$ cat src/rtl/filt_intp_pkg.sv
// Shared constants, coefficient table and FSM encoding for the polyphase interpolating FIR.
// The coefficient table is generated; regenerate rather than hand-edit.
package filt_intp_pkg;

    localparam int gp_data_width   = 8;
    localparam int gp_coeff_width  = 12;
    localparam int gp_intp_factor  = 4;
    localparam int gp_phase_length = 4;

    localparam int gp_num_coeff    = gp_intp_factor * gp_phase_length;
    localparam int gp_prod_width   = gp_data_width + gp_coeff_width;
    localparam int gp_oup_width    = gp_prod_width + $clog2(gp_phase_length);
    localparam int gp_acc_width    = gp_oup_width;
    localparam int gp_p_cnt_width  = $clog2(gp_intp_factor);
    localparam int gp_k_cnt_width  = $clog2(gp_phase_length);
    localparam int gp_idx_width    = $clog2(gp_num_coeff);

    typedef logic signed [gp_coeff_width-1:0] coeff_t;

    localparam coeff_t gp_coeff [gp_num_coeff] = '{
        12'sd1,  12'sd2,  12'sd3,  12'sd4,
        12'sd5,  12'sd6,  12'sd7,  12'sd8,
        12'sd9,  12'sd10, 12'sd11, 12'sd12,
        12'sd13, 12'sd14, 12'sd15, 12'sd16
    };

    typedef enum logic {
        ST_IDLE = 1'b0,
        ST_RUN  = 1'b1
    } state_t;

    // Tap k of branch p uses coefficient k*L + p.
    function automatic logic [gp_idx_width-1:0] coeff_index(
        input logic [gp_k_cnt_width-1:0] k,
        input logic [gp_p_cnt_width-1:0] p
    );
        return gp_idx_width'(int'(k) * gp_intp_factor + int'(p));
    endfunction

endpackage

$ cat src/rtl/filt_intp_mac_if.sv
// Sample-in / sample-out bundle of the interpolating FIR.
// master drives samples in, slave is the filter.
interface filt_intp_mac_if;
    import filt_intp_pkg::*;

    logic signed [gp_data_width-1:0] i_data;
    logic                            i_valid;
    logic                            o_ready;
    logic signed [gp_oup_width-1:0]  o_data;
    logic                            o_valid;

    modport master (
        output i_data, i_valid,
        input  o_ready, o_data, o_valid
    );

    modport slave (
        input  i_data, i_valid,
        output o_ready, o_data, o_valid
    );

endinterface

$ cat src/rtl/filt_intp_ctrl.sv
// Sequencer: walks tap k inside branch p, one MAC per enabled cycle.
//   state   | meaning
//   ST_IDLE | waiting for a sample, o_ready high
//   ST_RUN  | computing branches p=0..L-1, P taps each, o_ready low
module filt_intp_ctrl
    import filt_intp_pkg::*;
(
    input  logic                      i_clk,
    input  logic                      i_rst_an,
    input  logic                      i_ena,
    input  logic                      i_valid,
    output logic                      o_ready,
    output logic                      o_accept,
    output logic                      o_run,
    output logic                      o_last_tap,
    output logic [gp_idx_width-1:0]   o_coeff_idx,
    output logic [gp_k_cnt_width-1:0] o_tap_idx
);

    state_t                    state_q, state_d;
    logic [gp_p_cnt_width-1:0] p_q, p_d;
    logic [gp_k_cnt_width-1:0] k_q, k_d;

    always_ff @(posedge i_clk or negedge i_rst_an) begin
        if (!i_rst_an) begin
            state_q <= ST_IDLE;
            p_q     <= '0;
            k_q     <= '0;
        end else if (i_ena) begin
            state_q <= state_d;
            p_q     <= p_d;
            k_q     <= k_d;
        end
    end

    always_comb begin
        state_d    = state_q;
        p_d        = p_q;
        k_d        = k_q;
        o_ready    = 1'b0;
        o_accept   = 1'b0;
        o_run      = 1'b0;
        o_last_tap = 1'b0;
        case (state_q)
            ST_IDLE: begin
                o_ready = 1'b1;
                if (i_valid) begin
                    o_accept = 1'b1;
                    state_d  = ST_RUN;
                    p_d      = '0;
                    k_d      = '0;
                end
            end
            ST_RUN: begin
                o_run = 1'b1;
                if (k_q == gp_k_cnt_width'(gp_phase_length - 1)) begin
                    o_last_tap = 1'b1;
                    k_d        = '0;
                    if (p_q == gp_p_cnt_width'(gp_intp_factor - 1)) begin
                        p_d     = '0;
                        state_d = ST_IDLE;
                    end else begin
                        p_d = p_q + gp_p_cnt_width'(1);
                    end
                end else begin
                    k_d = k_q + gp_k_cnt_width'(1);
                end
            end
            default: state_d = ST_IDLE;
        endcase
    end

    assign o_coeff_idx = coeff_index(k_q, p_q);
    assign o_tap_idx   = k_q;

endmodule

$ cat src/rtl/filt_intp_mac.sv
// Polyphase interpolating FIR on one shared MAC: each accepted sample yields L outputs.
// Holds the delay line, accumulator and registered output; sequencing lives in filt_intp_ctrl.
module filt_intp_mac
    import filt_intp_pkg::*;
(
    input  logic           i_clk,
    input  logic           i_rst_an,
    input  logic           i_ena,
    filt_intp_mac_if.slave bus
);

    logic                      accept, run, last_tap;
    logic [gp_idx_width-1:0]   coeff_idx;
    logic [gp_k_cnt_width-1:0] tap_idx;

    logic signed [gp_data_width-1:0] dl_q [gp_phase_length];
    logic signed [gp_data_width-1:0] dl_d [gp_phase_length];
    logic signed [gp_acc_width-1:0]  acc_q, acc_d;
    logic signed [gp_oup_width-1:0]  data_q, data_d;
    logic                            valid_q, valid_d;
    logic signed [gp_prod_width-1:0] prod;
    logic signed [gp_acc_width-1:0]  mac_sum;

    filt_intp_ctrl u_ctrl (
        .i_clk       (i_clk),
        .i_rst_an    (i_rst_an),
        .i_ena       (i_ena),
        .i_valid     (bus.i_valid),
        .o_ready     (bus.o_ready),
        .o_accept    (accept),
        .o_run       (run),
        .o_last_tap  (last_tap),
        .o_coeff_idx (coeff_idx),
        .o_tap_idx   (tap_idx)
    );

    // Operands widened first so the signed product is formed at full width.
    assign prod    = gp_prod_width'(dl_q[tap_idx]) * gp_prod_width'(gp_coeff[coeff_idx]);
    assign mac_sum = acc_q + gp_acc_width'(prod);

    always_comb begin
        dl_d    = dl_q;
        acc_d   = acc_q;
        data_d  = data_q;
        valid_d = 1'b0;
        if (accept) begin
            dl_d[0] = bus.i_data;
            for (int i = 1; i < gp_phase_length; i++) begin
                dl_d[i] = dl_q[i-1];
            end
        end
        if (run) begin
            if (last_tap) begin
                data_d  = mac_sum;
                valid_d = 1'b1;
                acc_d   = '0;
            end else begin
                acc_d = mac_sum;
            end
        end
    end

    always_ff @(posedge i_clk or negedge i_rst_an) begin
        if (!i_rst_an) begin
            dl_q    <= '{default: '0};
            acc_q   <= '0;
            data_q  <= '0;
            valid_q <= 1'b0;
        end else if (i_ena) begin
            dl_q    <= dl_d;
            acc_q   <= acc_d;
            data_q  <= data_d;
            valid_q <= valid_d;
        end
    end

    assign bus.o_data  = data_q;
    assign bus.o_valid = valid_q;

endmodule

$ cat src/flat_wrapper.sv
// flat-port wrapper written by rule: the top's interface ports become plain ports
module filt_intp_mac_flat import filt_intp_pkg::*;
  (i_clk, i_rst_an, i_ena, bus_i_data, bus_i_valid, bus_o_ready, bus_o_data, bus_o_valid);
  filt_intp_mac_if bus_i ();
  input  logic i_clk;
  input  logic i_rst_an;
  input  logic i_ena;
  input wire logic [$bits(bus_i.i_data)-1:0] bus_i_data;
  input wire logic [$bits(bus_i.i_valid)-1:0] bus_i_valid;
  output wire logic [$bits(bus_i.o_ready)-1:0] bus_o_ready;
  output wire logic [$bits(bus_i.o_data)-1:0] bus_o_data;
  output wire logic [$bits(bus_i.o_valid)-1:0] bus_o_valid;
  assign bus_i.i_data = bus_i_data;
  assign bus_i.i_valid = bus_i_valid;
  assign bus_o_ready = bus_i.o_ready;
  assign bus_o_data = bus_i.o_data;
  assign bus_o_valid = bus_i.o_valid;
  filt_intp_mac u_core (.i_clk(i_clk), .i_rst_an(i_rst_an), .i_ena(i_ena), .bus(bus_i));
endmodule
$ cat config.mk
export PLATFORM = sky130hd
export DESIGN_NAME = filt_intp_mac_flat
export DESIGN_NICKNAME = d
export VERILOG_FILES = /design/src/rtl/filt_intp_pkg.sv /design/src/rtl/filt_intp_mac_if.sv /design/src/rtl/filt_intp_ctrl.sv /design/src/rtl/filt_intp_mac.sv /design/src/flat_wrapper.sv
export SDC_FILE = /design/constraint.sdc
export NUM_CORES = 1
export LEC_CHECK = 0
export ABC_CLOCK_PERIOD_IN_PS = 6200
export BUFFER_PORTS_ARGS = -buffer_cell sky130_fd_sc_hd__clkbuf_2
export CAP_MARGIN = 30
export CORE_AREA = 3 3 107 109
export DETAILED_ROUTE_END_ITERATION = 6
export DIE_AREA = 0 0 110 112
export GPL_ROUTABILITY_DRIVEN = 0
export PLACE_DENSITY = 0.73
export SETUP_SLACK_MARGIN = 0.1
export SLEW_MARGIN = 15
export SYNTH_ARGS = -nofsm -noshare
export SYNTH_HDL_FRONTEND = slang
export SYNTH_SLANG_ARGS = --single-unit
$ cat constraint.sdc
create_clock -name i_clk -period 6.2 [get_ports i_clk]
set_input_delay 0.62 -clock i_clk [delete_from_list [all_inputs] [get_ports i_clk]]
set_output_delay 0.62 -clock i_clk [all_outputs]
set_load 0.005 [all_outputs]
After elaboration in Yosys (flattened, before gate mapping)
Memories as Yosys holds them, arrays and structs flattened. Cells that the tools add are included.

Memory bits (read-only): 192. Memories: 1. Logic and storage cells: 53. Bits of input ports: 12. Output and inout bits: 24. Flip-flop bits (word level): 82.

Memory list: (no name shown) (depth 16, bits a word 12, read ports 1, clocked after Yosys merged registers in 0, write ports 0, line filt_intp_mac.sv:38) `assign prod = gp_prod_width'(dl_q[tap_idx]) * gp_prod_width'(gp_coeff[coeff_idx]);`.

Multiply operators: 1. Order comparisons: 2. Eq/ne operators: 4. Mux-type cells: 23. $add $sub $neg: 4. Reductions and logical operators: 5. Bitwise operators: 3.

Operators with widths (count): 12-bit 2-to-1 mux (2); 22-bit by 20-bit adder with 22-bit output (1); 22-bit 2-to-1 mux (1); 8-bit by 12-bit multiplier with 20-bit output (1); 8-bit binary-select mux with 2-bit select (1); 8-bit 2-to-1 mux (2); 1-bit 2-to-1 mux (10); 2-bit 2-to-1 mux (4); 2-bit case mux with 2 select lines (2); 2-bit AND reduction (3); 3-bit AND reduction (2); 5-bit >= comparator (second input constant) (1); 4-bit NOT with 5-bit output (1); 2-bit by 1-bit adder with 2-bit output (second input constant) (2); 4-bit by 2-bit adder with 4-bit output (1); 2-bit == test (second input constant) (2); 3-bit >= comparator (second input constant) (1); 2-bit NOT with 3-bit output (1); 2-bit by 1-bit != test with 1-bit output (second input constant) (1); 2-bit != test (second input constant) (1); 1-bit case mux with 2 select lines (1); 1-bit NOT (1).

Depth between registers and ports, before layout
Gate-level depths: netlist of the first run.

Depth after elaboration: 8. Gate-level depth with buffers: 21. Gate-level depth less buffers: 20.

Cells and area by module
Synthesis of the first run repeated with hierarchy kept, for this count alone.

Cell total of the unflattened synthesis: 560. Area, all modules: 5967.0 um^2.

Modules (own cells, without submodules): filt_intp_mac (times used 1, cells each 532, sequential area each 1926.8 um^2, area each 5680.4 um^2); filt_intp_ctrl (times used 1, cells each 28, sequential area each 125.1 um^2, area each 286.5 um^2).

Worst setup path before layout of the first run
OpenSTA, ideal clock, no wires.

Path type: register to register. Start: register u_core.u_ctrl.k_q[0] (netlist: u_core.u_ctrl.o_tap_idx[0]). End: register u_core.data_q[21] (netlist: u_core.bus.o_data[21]). Setup time: 0.069 ns. Data required time: 6.131 ns. Cell stages (with the launch flop): 18. Buffers on the path: 2. Clock period less this slack: 5.370 ns. Data arrival time: 5.301 ns. Slack: 0.830 ns. Path through: dfrtp_1 > buf_6 > buf_2 > mux4_2 > nand2_1 > fa_1 > fa_1 > inv_1 > fa_1 > fa_1 > fa_1 > ha_1 > o21ai_0 > o21bai_1 > a211o_1 > a21oi_1 > or4_1 > nand3_1.

Cells in the longest elaborated chain, start to end: 7. Elaborated cells between the ends (all ways): 15. Classes of those cells: add/sub: 2; mul: 1; eq/ne: 1; mux: 7; bitwise: 2; reduce/logical: 1; memory: 1.

Ends and longest elaborated chain: from (decl) (line filt_intp_ctrl.sv:22) `logic [gp_k_cnt_width-1:0] k_q, k_d;`; from (signal assigned) (line filt_intp_ctrl.sv:32) `k_q <= k_d;`; 4-bit by 2-bit adder with 4-bit output (line filt_intp_pkg.sv:37) `return gp_idx_width'(int'(k) * gp_intp_factor + int'(p));`; 4-bit NOT with 5-bit output (implied by the code) (line filt_intp_mac.sv:38); memory 16 x 12 bit; 12-bit 2-to-1 mux (implied by the code) (2 in series) (line filt_intp_mac.sv:38); 8-bit by 12-bit multiplier with 20-bit output (line filt_intp_mac.sv:38); 22-bit by 20-bit adder with 22-bit output (line filt_intp_mac.sv:39) `assign mac_sum = acc_q + gp_acc_width'(prod);`; to (signal assigned) (line filt_intp_mac.sv:72) `data_q <= data_d;`; to (decl) (line filt_intp_mac.sv:19) `logic signed [gp_oup_width-1:0] data_q, data_d;`.

Parallel ways exist; a longest one is shown, timed or not. The select of a mux whose other input is x is not followed. A chain may end at the register's enable or synchronous reset.

Worst setup path after layout of the first run
Same ends and word-level chain as after synthesis.

==> results of run 1 <==
power by group:
group	internal (mW)	switching, mW
clock	0.161	0.211
sequential	0.710	0.130
combinational	0.834	1.08
area by class of cell:
cell class	instances	area [sq um]
clock buffers	10	138
repair buffers	44	269
fillers	932	4320
multi-input cells	394	3530
well taps	140	175
inverters	43	161
clock inverters	6	48.8
flip-flops and latches	82	2050
synth_stat cells (all sizes together) (4+ instances only):
master	n
nor2	10
nor2b	8
o31ai	6
o21a	4
xnor2	12
xor2	6
mux2	38
nand3	11
ha	77
dfrtp	82
nand2	65
clkbuf	17
o21ai	43
inv	43
nand2b	7
fa	30
a21oi	15
mux4	8
and2	17
cells by family after synthesis:
kind of cell,after synthesis,share of synthesized area
adder cells (fa/ha/maj),107,0.269
XOR/XNOR,18,0.0284
AO/OA/AOI/OAI,89,0.0925
multiplexers,47,0.108
AND/OR/NAND/NOR,133,0.108
flip-flops,82,0.353
buffers and inverters,63,0.0421
how the worst max path moves through the flow:
stage | end | depth (start not counted)
2_1_floorplan | u_core.bus.o_data[21] | 17
3_3_place_gp | u_core.acc_q[19] | 17
3_5_place_dp | u_core.acc_q[21] | 17
4_1_cts | u_core.acc_q[21] | 17
5_1_grt | u_core.acc_q[16] | 17
6_report | u_core.bus.o_data[21] | 16
registers in the layout (all words and copies together), names as in the netlist:
| name | cells |
|---|---|
| u_core.acc_q | 22 |
| u_core.u_ctrl.p_q | 2 |
| u_core.u_ctrl.o_tap_idx | 2 |
| u_core.bus.o_data | 22 |
| u_core.u_ctrl.state_q | 1 |
| u_core.dl_q | 32 |
| u_core.bus.o_valid | 1 |
placed cells by master (no fill, tap or decap), types with 12 or more instances in the layout:
master / netlist / routed
dfrtp_1: 82 / 81
o21ai_1: 12 / 12
ha_1: 77 / 77
clkbuf_2: 0 / 34
nand2_1: 65 / 65
o21ai_0: 31 / 31
mux2_2: 38 / 38
inv_1: 43 / 43
and2_1: 17 / 17
a21oi_1: 15 / 15
fa_1: 30 / 30
per-stage QoR:
stage               instances  hold WS [ns]  area (sq um)  setup slack (ns)
floorplan                 539         0.324          5820             0.830
global placement          701         0.461          6150             0.526
detailed placement        703         0.466          6180             0.299
CTS                       719         0.176          6370             0.262
global route              719         0.187          6380             0.182
finish                    719         0.172          6380             0.434
per-layer routing:
layer,global-route usage,part of all wire
met5,0,0
met4,0.0798,0.022
met1,0.272,0.47
met3,0.0394,0.042
met2,0.294,0.47
worst max-delay path: stages, from the launching register on:
cell and delay (ns):
dfrtp_1 0.64, mux4_1 0.72, and2_1 0.21, ha_1 0.27, inv_1 0.05, fa_1 0.47, inv_1 0.05, fa_1 0.50
fa_1 0.57, fa_1 0.43, ha_1 0.35, o21ai_0 0.10, o21bai_1 0.34, a211o_1 0.28, a21oi_1 0.16, or4_1 0.49
nand3_1 0.08
what timing repair did:
action                                  CTS  global route
setup buffers                             0             0
gates resized for setup                   0             2
endpoints found under the setup margin    0            16
==> results by group, run 1 <==
Timing
  • Final Skew: 0.00895 ns
  • Time the worst path needs with I/O delays and setup: 5.77 ns
  • Period utilisation layout: 0.930
  • Final slew viol count: 0
  • Final setup fails: 0
  • Setup_tns: 0 ns
  • Worst relative slew slack: 0.550
  • Worst-Margin Slew: 0.675 ns
  • Fmax: 173 MHz
  • Hold Fails Final Rpt: 0
  • RSZ-0062 raised after global routing: false

Critical path
  • Max Fanout on Critical Path: 9
  • Data required, critical path: 6.50 ns
  • RR Endpoint: u_core.bus.o_data[21]
  • Reg2reg setup slack: 0.43 ns
  • CP endpoint kind: flip-flop
  • Startpoint type of the worst setup path: flip-flop
  • Worst Path Arrival: 6.07 ns
  • Crit path kind: reg2reg
  • Cell count of the worst reg-to-reg path: 16
  • Reg2Reg Launch Point: u_core.u_ctrl.o_tap_idx[0]
  • Critical path startpoint: u_core.u_ctrl.o_tap_idx[0]

Logic synthesis
  • Prevailing post-synth register cell: dfrtp_1
  • Register area share after synthesis: 0.353
  • Top cells by area, synth: dfrtp_1 35%, ha_1 17%, fa_1 10%, mux2_2 7.4%, nand2_1 4.2%
  • Post-synth net total: 658
  • FFs w/ async S/R, synth: 1.00
  • Share of the synthesized area in the top cell type: 0.353
  • Synth area leader: dfrtp_1
  • Distinct cell type count after synthesis: 49
  • Synthesized cell area: 5820 sq um
  • FF+latch count, synth: 82
  • Post-synthesis instance total: 539
  • Post-synth EDFFs: 0
  • Yosys Warn Count: 0
  • Syn Area/Cell: 10.8 sq um

Run status
  • Status: complete, no violations

Floorplanning
  • Core area: 10700 sq um
  • Die Wd: 110 um
  • Die Y: 112 um
  • Top Ports: 36
  • Die area: 12300 sq um
  • Row count: 38
  • Initial Util: 0.544

CTS
  • H-tree depth: 3
  • CTS tree: done
  • Clock-pin slew on the worst setup and hold paths: 0.09 ns
  • Clock sinks: 82
  • Hold buffers post-CTS: 0
  • Clk Latency, worst-skew pair: 0.37 ns
  • Maximum clock insertion buffer count: 2
  • CTS root buf: clkbuf_8
  • CTS Buf Count: 9

Power and ir drop
  • Max VDD drop: 0.000236 V
  • LEAKAGE: 3.35 nW
  • Pwr Total: 3.13 mW
  • PD cells: 491 nW/um^2

Detailed routing
  • Vias per cell: 5.49
  • DRC: 0
  • Routed Antenna Nets: 0
  • Routed WL: 10800 um
  • First-pass DRT Iterations: 5
  • Avg WL per Cell: 15.0 um
  • Iteration-0 DRC Markers: 201
  • Via count: 3946

Global routing
  • Tot GR Track Use: 0.194
  • Total gr overflow: 0
  • Largest net degree at the start of global routing: 55
  • Initial antenna violation count: 0
  • First-pass GRT wire length: 18600 um
  • Vias in the first global route: 3987

Job
  • Maxcap violations: 0

Cells and area
  • Final core occ: 0.596
  • Area grow syn2layout: 9.57%
  • Share of cells above drive strength 1: 0.190
  • Diode count: 0
  • Nets@finish: 693

Placement
  • Port Buffer Count: 35
  • HPWL Detailed: 8200 um

Worst hold path
  • Hold Path Class: in2async
Power figures use the tool's default switching activity.
==> run 2, diff against run 1 <==
--- a/config.mk
+++ b/config.mk
@@ -12,7 +12,7 @@
 export DETAILED_ROUTE_END_ITERATION = 6
 export DIE_AREA = 0 0 110 112
 export GPL_ROUTABILITY_DRIVEN = 0
-export PLACE_DENSITY = 0.73
+export PLACE_DENSITY_LB_ADDON = 0.15
 export SETUP_SLACK_MARGIN = 0.1
 export SLEW_MARGIN = 15
 export SYNTH_ARGS = -nofsm -noshare
==> results by group, run 2 (synthesis results as in run 1) <==
Power and ir drop
  • Max VDD drop: 0.000190 V (-20%)
  • Pwr Total: 3.21 mW (+2.4%)
  • PD cells: 500 nW/um^2 (+1.8%)
  • LEAKAGE: 3.36 nW (+0.14%)

CTS
  • CTS root buf: clkbuf_8
  • Clock-pin slew on the worst setup and hold paths: 0.09 ns (about the same)
  • Clock sinks: 82 (unchanged)
  • Clk Latency, worst-skew pair: 0.36 ns (about the same)
  • Maximum clock insertion buffer count: 2 (unchanged)
  • H-tree depth: 3 (unchanged)
  • CTS tree: done
  • CTS Buf Count: 9 (unchanged)
  • Hold buffers post-CTS: 0 (unchanged)

Cells and area
  • Share of cells above drive strength 1: 0.192 (+0.00173)
  • Commonest non-fill, non-tap cells in the layout: 80 x dfrtp_1, 77 x ha_1, 65 x nand2_1, 43 x inv_1, 38 x mux2_2
  • Most common cell after layout, fill and taps aside: dfrtp_1
  • Nets@finish: 693 (unchanged)
  • Register with the most flip-flops: u_core.dl_q
  • FF+latch area: 2050 sq um (about the same)
  • Largest register FFs: 32 (unchanged)
  • Diode count: 0 (unchanged)
  • Fillers: 921 (-1.2%)
  • Fin area: 6410 sq um (+0.61%)
  • Multi-input gate area: 3540 sq um (+0.25%)
  • Area grow syn2layout: 10.2%

Global routing
  • Largest net degree at the start of global routing: 46 (-16%)
  • Vias in the first global route: 4084 (+2.4%)
  • Total gr overflow: 0 (unchanged)
  • First-pass GRT wire length: 19500 um (+4.9%)
  • Tot GR Track Use: 0.199 (+0.00473)
  • Initial antenna violation count: 0 (unchanged)

Critical path
  • Reg2Reg Launch Point: u_core.u_ctrl.p_q[0]
  • Worst Path Arrival: 5.93 ns (-0.14 ns)
  • Reg2reg setup slack: 0.55 ns (+0.12 ns)
  • Worst path cell trace: ha_1 > inv_1 > mux2i_4 > nand2_1 > fa_1 > fa_1 > inv_1 > fa_1 > fa_1 > fa_1 > ha_1 > o21ai_0 > o21bai_1 > a211o_1 > a21oi_1 > or4_1 > nand3_1
  • Max Fanout on Critical Path: 12 (+3)
  • Startpoint type of the worst setup path: flip-flop
  • Crit path kind: reg2reg
  • Critical path startpoint: u_core.u_ctrl.p_q[0]
  • Critical path's largest stage delay: 0.58 ns (-0.14 ns)
  • CP endpoint kind: flip-flop
  • RR Endpoint: u_core.acc_q[21]
  • Worst setup path end: u_core.acc_q[21]
  • CP max-delay cell: fa_1
  • Data required, critical path: 6.49 ns (about the same)
  • Crit path top cell by count: fa_1
  • Cell count of the worst reg-to-reg path: 17 (+1)

Placement
  • Port Buffer Count: 35 (unchanged)
  • Placed cell areas: 6170 sq um (-0.18%)
  • HPWL Detailed: 8410 um (+2.5%)

Timing
  • Final setup fails: 0 (unchanged)
  • Setup_tns: 0 ns (unchanged)
  • Final Skew: 0.0133 ns (+0.00440 ns)
  • Worst relative slew slack: 0.648 (+0.0986)
  • Worst-Margin Slew: 0.528 ns (-0.148 ns)
  • Time the worst path needs with I/O delays and setup: 5.65 ns (-0.118 ns)
  • Period utilisation layout: 0.911 (-0.0191)
  • Fmax: 177 MHz (+2.1%)
  • RSZ-0062 raised after global routing: false
  • Final slew viol count: 0 (unchanged)
  • Hold Fails Final Rpt: 0 (unchanged)

Detailed routing
  • Avg WL per Cell: 15.5 um (+3.4%)
  • Top Metal Used: met4
  • First-pass DRT Iterations: 4 (-1)
  • Met3 Wirelength: 373 um (-17%)
  • Routed Antenna Nets: 0 (unchanged)
  • DRC: 0 (unchanged)
  • Routed WL: 11100 um (+3.4%)
  • Iteration-0 DRC Markers: 267 (+33%)
  • Via count: 3967 (+0.53%)
  • Routed met2 length: 5200 um (+3.8%)
  • M1 WL: 5400 um (+6.4%)
  • Vias per cell: 5.52 (+0.53%)

Floorplanning
  • Row count: 38 (unchanged)
  • Core area: 10700 sq um (unchanged)
  • Die Wd: 110 um (unchanged)
  • Die Y: 112 um (unchanged)
  • Initial Util: 0.544 (unchanged)
  • Die area: 12300 sq um (unchanged)
  • Top Ports: 36 (unchanged)

Run status
  • Status: complete, no violations

Worst hold path
  • Hold Path Class: in2async

Job
  • Maxcap violations: 0 (unchanged)
run 2: how the worst min path moves through the flow:
stage	depth (start not counted)	endpoint	from	slack, ns
floorplan	0	u_core.acc_q[0]	i_rst_an	0.32
CTS	1	u_core.acc_q[20]	i_rst_an	0.24
global route	1	u_core.acc_q[20]	i_rst_an	0.26
global placement	2	u_core.bus.o_data[16]	u_core.bus.o_data[16]	0.46
detailed placement	2	u_core.bus.o_data[18]	u_core.bus.o_data[18]	0.47
finish	1	u_core.acc_q[20]	i_rst_an	0.24
run 2: power breakdown:
part,total (mW),leakage (nW),switching [mW],internal (mW)
registers,0.844,1.08,0.133,0.711
logic,1.92,2.17,1.09,0.835
clock network,0.441,0.109,0.203,0.239
run 2: layout make-up:
type                            count  area share
Inverter                           43      0.0252
Clock inverter                      6      0.0138
Sequential cell                    82       0.320
Clock buffer                       10      0.0215
Multi-Input combinational cell    394       0.552
Timing Repair Buffer               44      0.0402
Tap cell                          140      0.0273
run 2: critical path, delay by kind of cell, from the launching register on:
kind,cells,cell delay [ns]
fa+ha+maj,7,3.15
compound gates,4,0.82
simple gates,3,0.69
flops,1,0.50
mux,1,0.27
buf+inv,2,0.15
run 2: routing by layer:
layer | vias to the layer above | GRT usage
li1 | 1939 | -
met1 | 1960 | 0.282
met3 | 12 | 0.0435
met4 | 0 | 0.0574
met5 | - | 0
met2 | 56 | 0.307
run 2: metrics by stage:
step           std cells  utilization  hold slack [ns]  setup WS (ns)
3_3_place_gp         702        0.575            0.459          0.461
6_report             719        0.600            0.236          0.553
2_1_floorplan        539            -            0.324          0.830
3_5_place_dp         703        0.577            0.466          0.278
5_1_grt              719        0.600            0.263          0.230
4_1_cts              719        0.598            0.241          0.221
run 2: repair_timing:
item / CTS / global route
gates resized for setup: 0 / 4
endpoints found under the hold margin: 0 / 0
setup endpoints to repair: 0 / 18
setup buffers: 0 / 0
